## src/rtl/openhw_ram2p_ctrl_pkg.sv

```systemverilog
// Shared types and constants for the two-port RAM controller.
// The optional write-to-read forwarding path is enabled with RAM2P_CTRL_FWD_EN.
package openhw_ram2p_ctrl_pkg;

  localparam logic [0:0] ST_CLEAR = 1'b0;
  localparam logic [0:0] ST_IDLE  = 1'b1;

  typedef enum logic {
    REQ_FILL  = 1'b0,
    REQ_STORE = 1'b1
  } req_idx_e;

  // Byte-enable lane count; the last lane may be narrower than 8 bits.
  function automatic int calc_bw(input int width);
    return (width - 1) / 8 + 1;
  endfunction

endpackage

```

## src/rtl/openhw_rrarb2.sv

```systemverilog
// Two-requester round-robin arbiter. The pointer moves only after a contested
// grant, so an uncontested requester never steals the other's next turn.
module openhw_rrarb2
  import openhw_ram2p_ctrl_pkg::*;
(
  input  logic       clk,
  input  logic       reset,
  input  logic [1:0] req,
  output logic [1:0] gnt
);

  logic ptr_reg;
  logic ptr_next;

  always_comb begin
    gnt      = req;
    ptr_next = ptr_reg;
    if (req == 2'b11) begin
      gnt      = (ptr_reg == REQ_STORE) ? 2'b10 : 2'b01;
      ptr_next = ~ptr_reg;
    end
  end

  always_ff @(posedge clk) begin
    if (reset) begin
      ptr_reg <= REQ_FILL;
    end else begin
      ptr_reg <= ptr_next;
    end
  end

endmodule

```

## src/rtl/openhw_ram2p_ctrl.sv

```systemverilog
// Controller for a read-first two-port RAM: power-up/on-demand clear sequence,
// two-requester write arbitration and single-cycle reads. Option: RAM2P_CTRL_FWD_EN.
module openhw_ram2p_ctrl
  import openhw_ram2p_ctrl_pkg::*;
#(
  parameter  int DEPTH = 1024,
  parameter  int WIDTH = 68,
  localparam int AW    = $clog2(DEPTH),
  localparam int BW    = calc_bw(WIDTH)
) (
  input  logic               clk,
  input  logic               reset,
  input  logic               clr,
  output logic               busy,
  input  logic               rvalid,
  input  logic [AW-1:0]      raddr,
  output logic               rdvalid,
  output logic [WIDTH-1:0]   rdata,
  input  logic [1:0]         wvalid,
  output logic [1:0]         wready,
  input  logic [2*AW-1:0]    waddr,
  input  logic [2*WIDTH-1:0] wdata,
  input  logic [2*BW-1:0]    wbwe,
  output logic               ce1,
  output logic [AW-1:0]      ra1,
  output logic               ce2,
  output logic               we2,
  output logic [AW-1:0]      wa2,
  output logic [WIDTH-1:0]   wd2,
  output logic [BW-1:0]      bwe2,
  input  logic [WIDTH-1:0]   rd1
);

  logic [0:0]    state_reg;
  logic [AW-1:0] cnt_reg;
  logic          rdvalid_reg;
  logic [1:0]    arb_req;
  logic [1:0]    arb_gnt;
  logic          win;

  // Requests are masked while clearing so the arbiter pointer cannot move.
  assign arb_req = (state_reg == ST_IDLE) ? wvalid : 2'b00;
  assign win     = arb_gnt[1];

  openhw_rrarb2 u_arb (
    .clk   (clk),
    .reset (reset),
    .req   (arb_req),
    .gnt   (arb_gnt)
  );

  always_comb begin
    busy   = 1'b0;
    wready = 2'b00;
    ce1    = 1'b0;
    ra1    = raddr;
    ce2    = 1'b0;
    we2    = 1'b0;
    wa2    = '0;
    wd2    = '0;
    bwe2   = '0;
    if (state_reg == ST_CLEAR) begin
      busy = 1'b1;
      ce2  = 1'b1;
      we2  = 1'b1;
      wa2  = cnt_reg;
      bwe2 = '1;
    end else begin
      ce1    = rvalid;
      wready = arb_gnt;
      if (|arb_gnt) begin
        ce2  = 1'b1;
        we2  = 1'b1;
        wa2  = win ? waddr[2*AW-1:AW]       : waddr[AW-1:0];
        wd2  = win ? wdata[2*WIDTH-1:WIDTH] : wdata[WIDTH-1:0];
        bwe2 = win ? wbwe[2*BW-1:BW]        : wbwe[BW-1:0];
      end
    end
  end

  always_ff @(posedge clk) begin
    if (reset) begin
      state_reg   <= ST_CLEAR;
      cnt_reg     <= '0;
      rdvalid_reg <= 1'b0;
    end else begin
      rdvalid_reg <= ce1;
      if (clr) begin
        state_reg <= ST_CLEAR;
        cnt_reg   <= '0;
      end else if (state_reg == ST_CLEAR) begin
        cnt_reg <= cnt_reg + 1'b1;
        if (cnt_reg == AW'(DEPTH - 1)) begin
          state_reg <= ST_IDLE;
        end
      end
    end
  end

  assign rdvalid = rdvalid_reg;

`ifdef RAM2P_CTRL_FWD_EN
  logic             fwd_hit_reg;
  logic [WIDTH-1:0] fwd_data_reg;
  logic [BW-1:0]    fwd_bwe_reg;

  always_ff @(posedge clk) begin
    if (reset) begin
      fwd_hit_reg  <= 1'b0;
      fwd_data_reg <= '0;
      fwd_bwe_reg  <= '0;
    end else begin
      fwd_hit_reg  <= ce1 && we2 && (ra1 == wa2);
      fwd_data_reg <= wd2;
      fwd_bwe_reg  <= bwe2;
    end
  end

  // Per-lane merge of the colliding write over the RAM's old data.
  for (genvar gi = 0; gi < BW; gi++) begin : g_fwd_lane
    localparam int LO = gi * 8;
    localparam int HI = (gi * 8 + 7 < WIDTH) ? gi * 8 + 7 : WIDTH - 1;
    assign rdata[HI:LO] = (fwd_hit_reg && fwd_bwe_reg[gi]) ? fwd_data_reg[HI:LO] : rd1[HI:LO];
  end
`else
  assign rdata = rd1;
`endif

endmodule
```

## config.mk

```make
export PLATFORM = sky130hd
export DESIGN_NAME = openhw_ram2p_ctrl
export DESIGN_NICKNAME = d
export VERILOG_FILES = /design/src/rtl/openhw_ram2p_ctrl_pkg.sv /design/src/rtl/openhw_rrarb2.sv /design/src/rtl/openhw_ram2p_ctrl.sv
export SDC_FILE = /design/constraint.sdc
export NUM_CORES = 1
export LEC_CHECK = 0
export ABC_AREA = 1
export ABC_CLOCK_PERIOD_IN_PS = 3700
export BUFFER_PORTS_ARGS = -buffer_cell sky130_fd_sc_hd__clkbuf_2
export CAP_MARGIN = 0
export CORE_AREA = 5 5 162 164
export DETAILED_ROUTE_END_ITERATION = 16
export DIE_AREA = 0 0 167 169
export RECOVER_POWER = 50
export REMOVE_ABC_BUFFERS = 1
export SYNTH_ARGS = -nofsm -noshare
export SYNTH_HDL_FRONTEND = slang
export SYNTH_SLANG_ARGS = --single-unit
```

## constraint.sdc

```tcl
create_clock -name clk -period 3.7 [get_ports clk]
set_input_delay 0.74 -clock clk [delete_from_list [all_inputs] [get_ports clk]]
set_output_delay 0.74 -clock clk [all_outputs]
set_load 0.03 [all_outputs]
```

==> out/qor.yml, run 1 <==
min_path_cells: 2
period_minus_slack_ns: 3.02
synthToLayoutAreaGrowth_pct: 46.5
netlist_area_mm2: 0.00251
max_freq_mhz: 331
start_util_pct: 10.1
htree_num_levels: 1
dieHeight_um: 169
leakage_nw: 2.03
cts-root-buf: "clkbuf_16"
layout-drive-gt1-share_pct: 44.6
min_to: "cnt_reg[9]$_SDFFE_PP0N_"
first_pass_iters: 4
crit_path_end_kind: "primary output"
timing.rr.start: "state_reg$_SDFF_PP0_"
max_slew.worst_pin.slew_ns: 0.574
arrival_ns: 2.28
ys_types: 24
fillCellCount: 2937
synth-seq-area-share_pct: 10.4
layout.nets: 899
insertion_delay_ns: 0.24
path_clk_slew_ns: 0.05
hold_path_class: "flop to flop"
routed_wl_um: 20300
cts-buffers-inserted: 3
drc: 0
crit_start: "wvalid[0]"
yosysWarnings: 0
antenna_left: 0
required_ns: 2.96
rsz0062_at_grt: "no"
grt_pass1_vias: 3774
syn_inst: 464
routed-via-count: 3819
grt_pass1_wl_um: 27300
worstHoldStart: "cnt_reg[9]$_SDFFE_PP0N_"
reg2reg_slack_ns: 1.89
io_buffers: 273
gp_congestion: 0.868
timing.final.crit_share_pct: 81.6
drt_iter0_drc: 153
max-slew-margin-rel_pct: 61.8
p_per_area_mw_per_mm2: 123
cts.sinks: 13
fp.coreArea_mm2: 0.0247
die_w_um: 167
post-cts-setup-buffers: 0
seqCellArea_um2: 260
maxCapViolations: 0
largest_register_ffs: 10
cp-start-kind: "input pin"
hold_buffers: 0
setup_violations: 0
postCtsResizedCells: 0
cts_tree: "done"
hpwl_um: 17100
grt_overflow: 0
wl_per_cell_um: 20.9
multiInputGateArea_mm2: 0.00142
status: "finished clean"
grt_start_max_net_pins: 54
hold_viol: 0
reg2reg_to: "cnt_reg[9]$_SDFFE_PP0N_"
path_class: "input pin to primary output"
slew_violations: 0
rows: 58
utilization_pct: 14.9
fin_tns_setup_ns: 0
yosys_register_bits: 13
io_pins: 430
clock_skew_ns: 0.00275
grt_usage_pct: 13.3
via_per_inst: 3.94
crit_fanout: 47
clk_path_buf_depth: 2
avgSynthCellArea_um2: 5.41
antenna_found_initial: 11
reg2reg_depth: 8
ir_worst_vdd_uv: 107
dieArea_mm2: 0.0282
worst max-delay path, stage by stage:
cell	delay, ns
clkbuf_1	0.19
o21ai_1	0.14
inv_2	0.39
buf_12	0.26
o21ai_0	0.11
o21ai_0	0.17
clkbuf_2	0.23
power by group:
| part | total [mW] | internal, mW | leakage (nW) | switching [mW] |
|---|---|---|---|---|
| Clock | 0.206 | 0.144 | 0.0409 | 0.0623 |
| Sequential | 0.143 | 0.141 | 0.105 | 0.00119 |
| Combinational | 0.106 | 0.0688 | 1.89 | 0.0368 |
| Total | 0.454 | 0.354 | 2.03 | 0.100 |
cell usage after synthesis:
| master | n | area (um^2) |
|---|---|---|
| dfxtp_1 | 13 | 260 |
| nand2_4 | 1 | 11.3 |
| clkbuf_1 | 16 | 60.1 |
| inv_1 | 18 | 67.6 |
| or2_2 | 1 | 6.26 |
| nor3_1 | 1 | 5.00 |
| o21ai_0 | 100 | 500 |
| buf_6 | 4 | 45.0 |
| inv_2 | 1 | 3.75 |
| buf_4 | 82 | 616 |
| nand3_1 | 3 | 15.0 |
| o22ai_1 | 6 | 37.5 |
| a211oi_1 | 3 | 22.5 |
| ha_1 | 1 | 12.5 |
| nand2_1 | 18 | 67.6 |
| clkinv_1 | 1 | 3.75 |
| a21oi_1 | 8 | 40.0 |
| a21oi_4 | 1 | 16.3 |
| clkbuf_2 | 1 | 5.00 |
| o21ai_1 | 6 | 30.0 |
| buf_1 | 1 | 3.75 |
| nor2_1 | 170 | 638 |
| buf_2 | 5 | 25.0 |
| nand4_1 | 3 | 18.8 |
area by class of cell:
cell class | instances | area share (%)
Antenna cell | 1 | 0.0680
Clock buffer | 3 | 2.04
Clock inverter | 1 | 0.136
Inverter | 20 | 2.07
Multi-Input combinational cell | 322 | 38.6
Sequential cell | 13 | 7.07
Tap cell | 330 | 11.2
Timing Repair Buffer | 280 | 38.8
placed cells by master, fill, tap and decap left out, drive strengths merged:
cell | Yosys | final
a211oi | 3 | 3
nand2 | 19 | 19
o21ai | 106 | 106
nand3 | 3 | 3
inv | 19 | 18
diode | 0 | 1
buf | 92 | 7
nor2 | 170 | 170
dfxtp | 13 | 13
o22ai | 6 | 6
clkbuf | 17 | 276
clkinv | 1 | 3
nand4 | 3 | 3
a21oi | 9 | 9
nor3 | 1 | 1
or2 | 1 | 1
ha | 1 | 1
routing by layer:
| metal | part of all wire (%) | global-route usage, % | wire length (um) |
|---|---|---|---|
| met1 | 41 | 15.7 | 8290 |
| met2 | 35 | 17.0 | 7030 |
| met3 | 22 | 13.1 | 4490 |
| met4 | 0.54 | 0.854 | 109 |
| met5 | 1.8 | 7.13 | 365 |
through the flow:
step | worst slack [ns] | hold slack, ns | power (mW) | cell area [um^2] | cells
finish | 0.681 | 0.474 | 0.454 | 3680 | 970
global route | 0.474 | 0.525 | 0.478 | 3680 | 969
CTS | 0.759 | 0.478 | 0.463 | 3680 | 969
detailed placement | 0.769 | 0.466 | 0.251 | 3600 | 965
global placement | 0.779 | 0.453 | 0.251 | 3600 | 965
floorplan | -0.122 | 0.440 | 0.154 | 1760 | 355
worst max path at each step:
stage              end  cells past startpoint  slack (ns)
2_1_floorplan  bwe2[0]                      5       -0.12
3_3_place_gp    wa2[2]                      7        0.78
3_5_place_dp   bwe2[3]                      7        0.77
4_1_cts        bwe2[3]                      7        0.76
5_1_grt        bwe2[3]                      7        0.47
6_report       bwe2[3]                      7        0.68
kinds of logic after synthesis:
| kind of cell | Yosys count | share of synthesized area [%] |
|---|---|---|
| compound gates | 124 | 25.8 |
| buf+inv | 129 | 33.0 |
| flops | 13 | 10.4 |
| simple gates | 197 | 30.3 |
| fa+ha+maj | 1 | 0.498 |
No activity file was read; power rests on OpenSTA's default activity.
==> run 2: changes to the inputs <==
--- a/config.mk
+++ b/config.mk
@@ -5,13 +5,13 @@
 export SDC_FILE = /design/constraint.sdc
 export NUM_CORES = 1
 export LEC_CHECK = 0
-export ABC_AREA = 1
-export ABC_CLOCK_PERIOD_IN_PS = 3700
+export ABC_AREA = 0
+export ABC_CLOCK_PERIOD_IN_PS = 2500
 export BUFFER_PORTS_ARGS = -buffer_cell sky130_fd_sc_hd__clkbuf_2
 export CAP_MARGIN = 0
-export CORE_AREA = 5 5 162 164
+export CORE_AREA = 5 5 163 165
 export DETAILED_ROUTE_END_ITERATION = 16
-export DIE_AREA = 0 0 167 169
+export DIE_AREA = 0 0 168 170
 export RECOVER_POWER = 50
 export REMOVE_ABC_BUFFERS = 1
 export SYNTH_ARGS = -nofsm -noshare
==> constraint.sdc (replaced) <==
create_clock -name clk -period 2.5 [get_ports clk]
set_input_delay 0.5 -clock clk [delete_from_list [all_inputs] [get_ports clk]]
set_output_delay 0.5 -clock clk [all_outputs]
set_load 0.03 [all_outputs]
==> run 2 against run 1 <==
- final area grew 5.2%
- die area grew 1.2%
- power grew 56%
==> out/qor.yml, run 2 <==
status: "finished clean"
layout-drive-gt1-share_pct: 49.4  # +4.8 points
path_clk_slew_ns: 0.04  # about the same
rows: 58  # unchanged
grt_pass1_vias: 3339  # -12%
grt_pass1_wl_um: 23800  # -13%
period_minus_slack_ns: 2.41
htree_num_levels: 1  # unchanged
insertion_delay_ns: 0.24  # about the same
final_cell_mix: "clkbuf_2 (271), nand2_1 (138), a21oi_1 (70)"
ir_worst_vdd_uv: 311  # +190%
grt_overflow: 0  # unchanged
hold_buffers: 0  # unchanged
gp_congestion: 0.841  # -3.1%
layout.nets: 863  # -4.0%
leakage_nw: 2.14  # +5.4%
required_ns: 2.00  # -0.96 ns
maxCapViolations: 0  # unchanged
io_pins: 430  # unchanged
avgSynthCellArea_um2: 6.04  # +12%
ys_types: 35  # +46%
io_buffers: 273  # unchanged
path_class: "input pin to primary output"
cts-buffers-inserted: 3  # unchanged
synth_top_area_cell: "buf_4"
n_antenna_cell: 0  # -1
cts_tree: "done"
dieArea_mm2: 0.0286  # +1.2%
clk_path_buf_depth: 2  # unchanged
slew_violations: 0  # unchanged
place_inst: 922  # -4.5%
yosysWarnings: 0  # unchanged
hold_path_class: "input pin to flop"
arrival_ns: 1.91  # -0.37 ns
reg2reg_depth: 5  # -3
grt_usage_pct: 11.3  # -2.0 points
wl_per_cell_um: 19.8  # -5.4%
fp.coreArea_mm2: 0.0249  # +0.59%
cts.sinks: 13  # unchanged
yosysTopAreaCellShare_pct: 24.8  # -0.60 points
largest_register_ffs: 10  # unchanged
fin_cells: 933  # -3.8%
fillCellCount: 2878  # -2.0%
cts-root-buf: "clkbuf_16"
min_to: "u_arb.ptr_reg$_SDFFE_PP0P_"
reg2reg_slack_ns: 0.89  # -1.00 ns
first_pass_iters: 4  # unchanged
rsz0062_at_grt: "yes"
async_flop_share_pct: 0  # unchanged
yosys_register_bits: 13  # unchanged
min_path_cells: 2  # unchanged
p_per_area_mw_per_mm2: 183  # +48%
netlist_area_mm2: 0.00251  # unchanged
hold_viol: 0  # unchanged
start_util_pct: 10.1  # -0.059 points
syn_inst: 416  # -10%
max_slew.worst_pin.slew_ns: 0.381  # -0.193 ns
grt_start_max_net_pins: 54  # unchanged
reg2reg_to: "cnt_reg[9]$_SDFFE_PP0N_"
max-slew-margin-rel_pct: 74.4  # +13 points
dieHeight_um: 170  # +0.59%
worstHoldStart: "reset"
power_mw: 0.709  # +56%
synth-seq-area-share_pct: 10.4  # unchanged
max_freq_mhz: 415
hpwl_um: 15000  # -13%
antenna_left: 0  # unchanged
crit_path_end_kind: "primary output"
antenna_found_initial: 2  # -9
drc: 0  # unchanged
die_w_um: 168  # +0.60%
post-synth-top-count-cell: "nand2_1"
synth-edff-count: 0  # unchanged
drt_iter0_drc: 140  # -8.5%
cp-start-kind: "input pin"
synth_common_cells: "nand2_1 (138), buf_4 (83), a21oi_1 (70), mux2i_1 (20), dfxtp_1 (13)"
crit_fanout: 26  # -45%
clock_skew_ns: 0.000623  # -0.00212 ns
timing.final.crit_share_pct: 96.5
synth_ff_type: "dfxtp_1"
routed_wl_um: 18500  # -9.0%
via_per_inst: 3.83  # -2.6%
timing.rr.start: "state_reg$_SDFF_PP0_"
layout_commonest_cell: "clkbuf_2"
setup_violations: 0  # unchanged
yosys-top-cells-area: "buf_4 (25%), nand2_1 (21%), a21oi_1 (14%)"
routed-via-count: 3576  # -6.4%
synthToLayoutAreaGrowth_pct: 54.2
run 2: area by class of cell:
cell class / instances / area (um^2) / area share [%]
inverters: 9 / 33.8 / 0.872
well taps: 330 / 413 / 10.7
clock buffers: 4 / 78.8 / 2.04
flip-flops and latches: 13 / 262 / 6.75
multi-input cells: 286 / 1470 / 37.9
repair buffers: 291 / 1620 / 41.8
run 2: metal layers:
layer	up-vias	wire, um	GRT usage (%)
met5	-	264	7.02
met4	10	93	1.13
met3	16	3980	11.1
met2	383	7210	15.2
met1	1516	6910	12.6
li1	1651	-	-
run 2: worst max-delay path by stage:
| stage | depth (start not counted) | startpoint | end |
|---|---|---|---|
| floorplan | 5 | wvalid[0] | wd2[0] |
| global placement | 8 | wvalid[0] | wa2[8] |
| detailed placement | 7 | wvalid[0] | wd2[1] |
| CTS | 7 | wvalid[0] | wd2[14] |
| global route | 8 | wvalid[0] | wa2[7] |
| finish | 8 | wvalid[0] | bwe2[6] |
run 2: cell families (layout without fill, tap and decap cells):
group                      count (synthesis)  after routing  share of synthesized area [%]
adders and majority gates                  1              1                          0.498
xor gates and xnor gates                   9              9                           3.14
muxes                                     20             20                           7.97
DFF                                       13             13                           10.4
buffers and inverters                    117            304                           30.9
AOI/OAI and AO/OA                         93             93                           20.4
and+or+nand+nor                          163            163                           26.7
run 2: what timing repair did:
action | CTS | global route
setup buffers | 0 | 5
endpoints found under the setup margin | 0 | 1
resized for setup | 0 | 2
run 2: per-stage QoR:
stage | worst slack [ns] | utilization (%) | hold slack [ns] | cell area [um^2] | setup TNS (ns)
finish | 0.0886 | 15.6 | 0.444 | 3870 | 0
global route | -0.00507 | 15.6 | 0.454 | 3870 | -0.00931
CTS | 0.120 | 15.2 | 0.443 | 3780 | 0
detailed placement | 0.125 | 14.9 | 0.493 | 3700 | 0
global placement | 0.160 | 14.9 | 0.464 | 3700 | 0
floorplan | -1.14 | - | 0.458 | 1770 | -97.27
run 2: critical path, stage by stage:
cell and delay (ns):
clkbuf_2 0.14, inv_2 0.06, o211ai_4 0.34, buf_12 0.15, clkbuf_16 0.20, mux2i_1 0.19, o21ai_0 0.09, clkbuf_2 0.22
run 2: power by group:
group          switching [mW]  internal (mW)  leakage [nW]
registers             0.00215          0.209         0.105
clock network          0.0883          0.215        0.0382
logic                  0.0741          0.120          2.00
==> run 3: changes to the inputs <==
--- a/config.mk
+++ b/config.mk
@@ -10,10 +10,10 @@
 export BUFFER_PORTS_ARGS = -buffer_cell sky130_fd_sc_hd__clkbuf_2
 export CAP_MARGIN = 0
 export CORE_AREA = 5 5 163 165
+export CTS_BUF_LIST = sky130_fd_sc_hd__clkbuf_4 sky130_fd_sc_hd__clkbuf_8 sky130_fd_sc_hd__clkbuf_16
 export DETAILED_ROUTE_END_ITERATION = 16
 export DIE_AREA = 0 0 168 170
 export RECOVER_POWER = 50
-export REMOVE_ABC_BUFFERS = 1
 export SYNTH_ARGS = -nofsm -noshare
 export SYNTH_HDL_FRONTEND = slang
 export SYNTH_SLANG_ARGS = --single-unit
==> run 3 against run 2 <==
- wire length shrank 25%
- final area shrank 2.9%
- via count shrank 5.0%
- critical path depth shrank 1
- sequential power is essentially flat
- power shrank 0.12%
- die area is the same
==> out/qor.yml, run 3 (synthesis results as in run 2) <==
final_cell_mix: "clkbuf_2 (272), nand2_1 (138), a21oi_1 (69)"
hold_slack_ns: 0.448  # +0.00419 ns
grt_pass1_vias: 3359  # +0.60%
max_freq_mhz: 433  # +4.3%
layout.nets: 853  # -1.2%
fin_area_mm2: 0.00376  # -2.9%
routed_wl_um: 13900  # -25%
post-cts-setup-buffers: 0  # unchanged
max_slew.worst_pin.slew_ns: 0.502  # +0.121 ns
min_path_cells: 2  # unchanged
path_clk_slew_ns: 0.05  # about the same
antenna_left: 0  # unchanged
hold_path_class: "input pin to flop"
antenna_found_initial: 1  # -1
hold_viol: 0  # unchanged
maxCapViolations: 0  # unchanged
dieHeight_um: 170  # unchanged
layout-drive-gt1-share_pct: 49.1  # -0.35 points
max-slew-margin-rel_pct: 66.4  # -8.0 points
rsz0062_at_grt: "no"
ir_worst_vdd_uv: 232  # -25%
fin_tns_setup_ns: 0  # unchanged
setup_violations: 0  # unchanged
via_per_inst: 3.68  # -3.9%
n_antenna_cell: 0  # unchanged
largest_register_ffs: 10  # unchanged
min_to: "u_arb.ptr_reg$_SDFFE_PP0P_"
cts_tree: "done"
reg2reg_depth: 5  # unchanged
crit_fanout: 48  # +85%
placed_area_mm2: 0.00369  # -0.27%
reg2reg_slack_ns: 0.92  # +0.03 ns
status: "finished clean"
insertion_delay_ns: 0.24  # about the same
start_util_pct: 10.1  # unchanged
drc: 0  # unchanged
cts.sinks: 13  # unchanged
hpwl_um: 12000  # -20%
first_pass_iters: 4  # unchanged
grt_start_max_net_pins: 49  # -9.3%
period_minus_slack_ns: 2.31  # -0.0996 ns
clock_skew_ns: 0.00159  # +0.000968 ns
cts-buffers-inserted: 3  # unchanged
utilization_pct: 15.1  # -0.46 points
wl_per_cell_um: 15.0  # -24%
layout_commonest_cell: "clkbuf_2"
worstHoldStart: "reset"
dieArea_mm2: 0.0286  # unchanged
path_class: "input pin to primary output"
io_buffers: 273  # unchanged
fp.coreArea_mm2: 0.0249  # unchanged
gp_congestion: 0.904  # +7.5%
htree_num_levels: 1  # unchanged
arrival_ns: 1.81  # -0.10 ns
rows: 58  # unchanged
cp-start-kind: "input pin"
reg2reg_to: "cnt_reg[8]$_SDFFE_PP0N_"
io_pins: 430  # unchanged
required_ns: 2.00  # about the same
grt_overflow: 0  # unchanged
timing.final.crit_share_pct: 92.5  # -4.0 points
synthToLayoutAreaGrowth_pct: 49.7
slew_violations: 0  # unchanged
timing.rr.start: "state_reg$_SDFF_PP0_"
clk_path_buf_depth: 2  # unchanged
grt_usage_pct: 8.60  # -2.7 points
die_w_um: 168  # unchanged
syn_nets: 675
leakage_nw: 2.08  # -3.0%
routed-via-count: 3398  # -5.0%
cts-root-buf: "clkbuf_16"
grt_pass1_wl_um: 19600  # -18%
crit_path_end_kind: "primary output"
drt_iter0_drc: 209  # +49%
p_per_area_mw_per_mm2: 188  # +2.9%
## run 3: cell count changes in the layout (fill, tap and decap cells not counted)
cell       previous run  this run
a21oi_2               0         1
clkbuf_2            271       272
a21oi_1              70        69
clkinv_2              0         1
buf_12                7         6
buf_2                 1         0
buf_4                 8         2
clkbuf_16             5         3
clkbuf_1              3         1
## run 3: how the worst max path moves through the flow
stage | start | endpoint | slack (ns)
finish | wvalid[0] | wd2[67] | 0.19
global route | wvalid[0] | wd2[35] | 0.07
CTS | state_reg$_SDFF_PP0_ | wd2[41] | 0.09
detailed placement | wvalid[0] | wd2[41] | 0.11
global placement | wvalid[0] | wd2[41] | 0.1
floorplan | state_reg$_SDFF_PP0_ | wready[0] | 0.16
## run 3: where the power goes
part           internal, mW  switching, mW
registers             0.209        0.00219
logic                 0.119         0.0776
clock network         0.213         0.0873
total                 0.541          0.167
## run 3: through the flow
stage               total power, mW  worst slack (ns)  cells
floorplan                     0.493             0.160    416
global placement              0.412            0.0992    919
detailed placement            0.413             0.110    919
CTS                           0.720            0.0894    923
global route                  0.749            0.0663    923
finish                        0.708             0.188    923
## run 3: worst max-delay path: stages
cell and delay [ns]:
clkbuf_2 0.13, inv_2 0.06, o211ai_4 0.24, buf_12 0.25
nand2_1 0.08, a21oi_1 0.23, clkbuf_2 0.27
## run 3: layer usage
layer / global-route usage, % / part of all wire (%)
met1: 10.8 / 39
met2: 13.4 / 45
met4: 3.92 / 5.0
met5: 0 / 0.094
met3: 2.95 / 11
## run 3: layout make-up
class                   instances  area [um^2]
clock buffers                   3         75.1
repair buffers                281         1500
flip-flops and latches         13          262
clock inverters                 1         5.00
multi-input cells             286         1470
inverters                       9         33.8
well taps                     330          413
fillers                      2891        21100
## run 3: what timing repair did
| item | in CTS | in global routing |
|---|---|---|
| setup endpoints to repair | 0 | 2 |
| endpoints found under the hold margin | 0 | 0 |
| gates resized for setup | 0 | 2 |
| hold buffers | 0 | 0 |
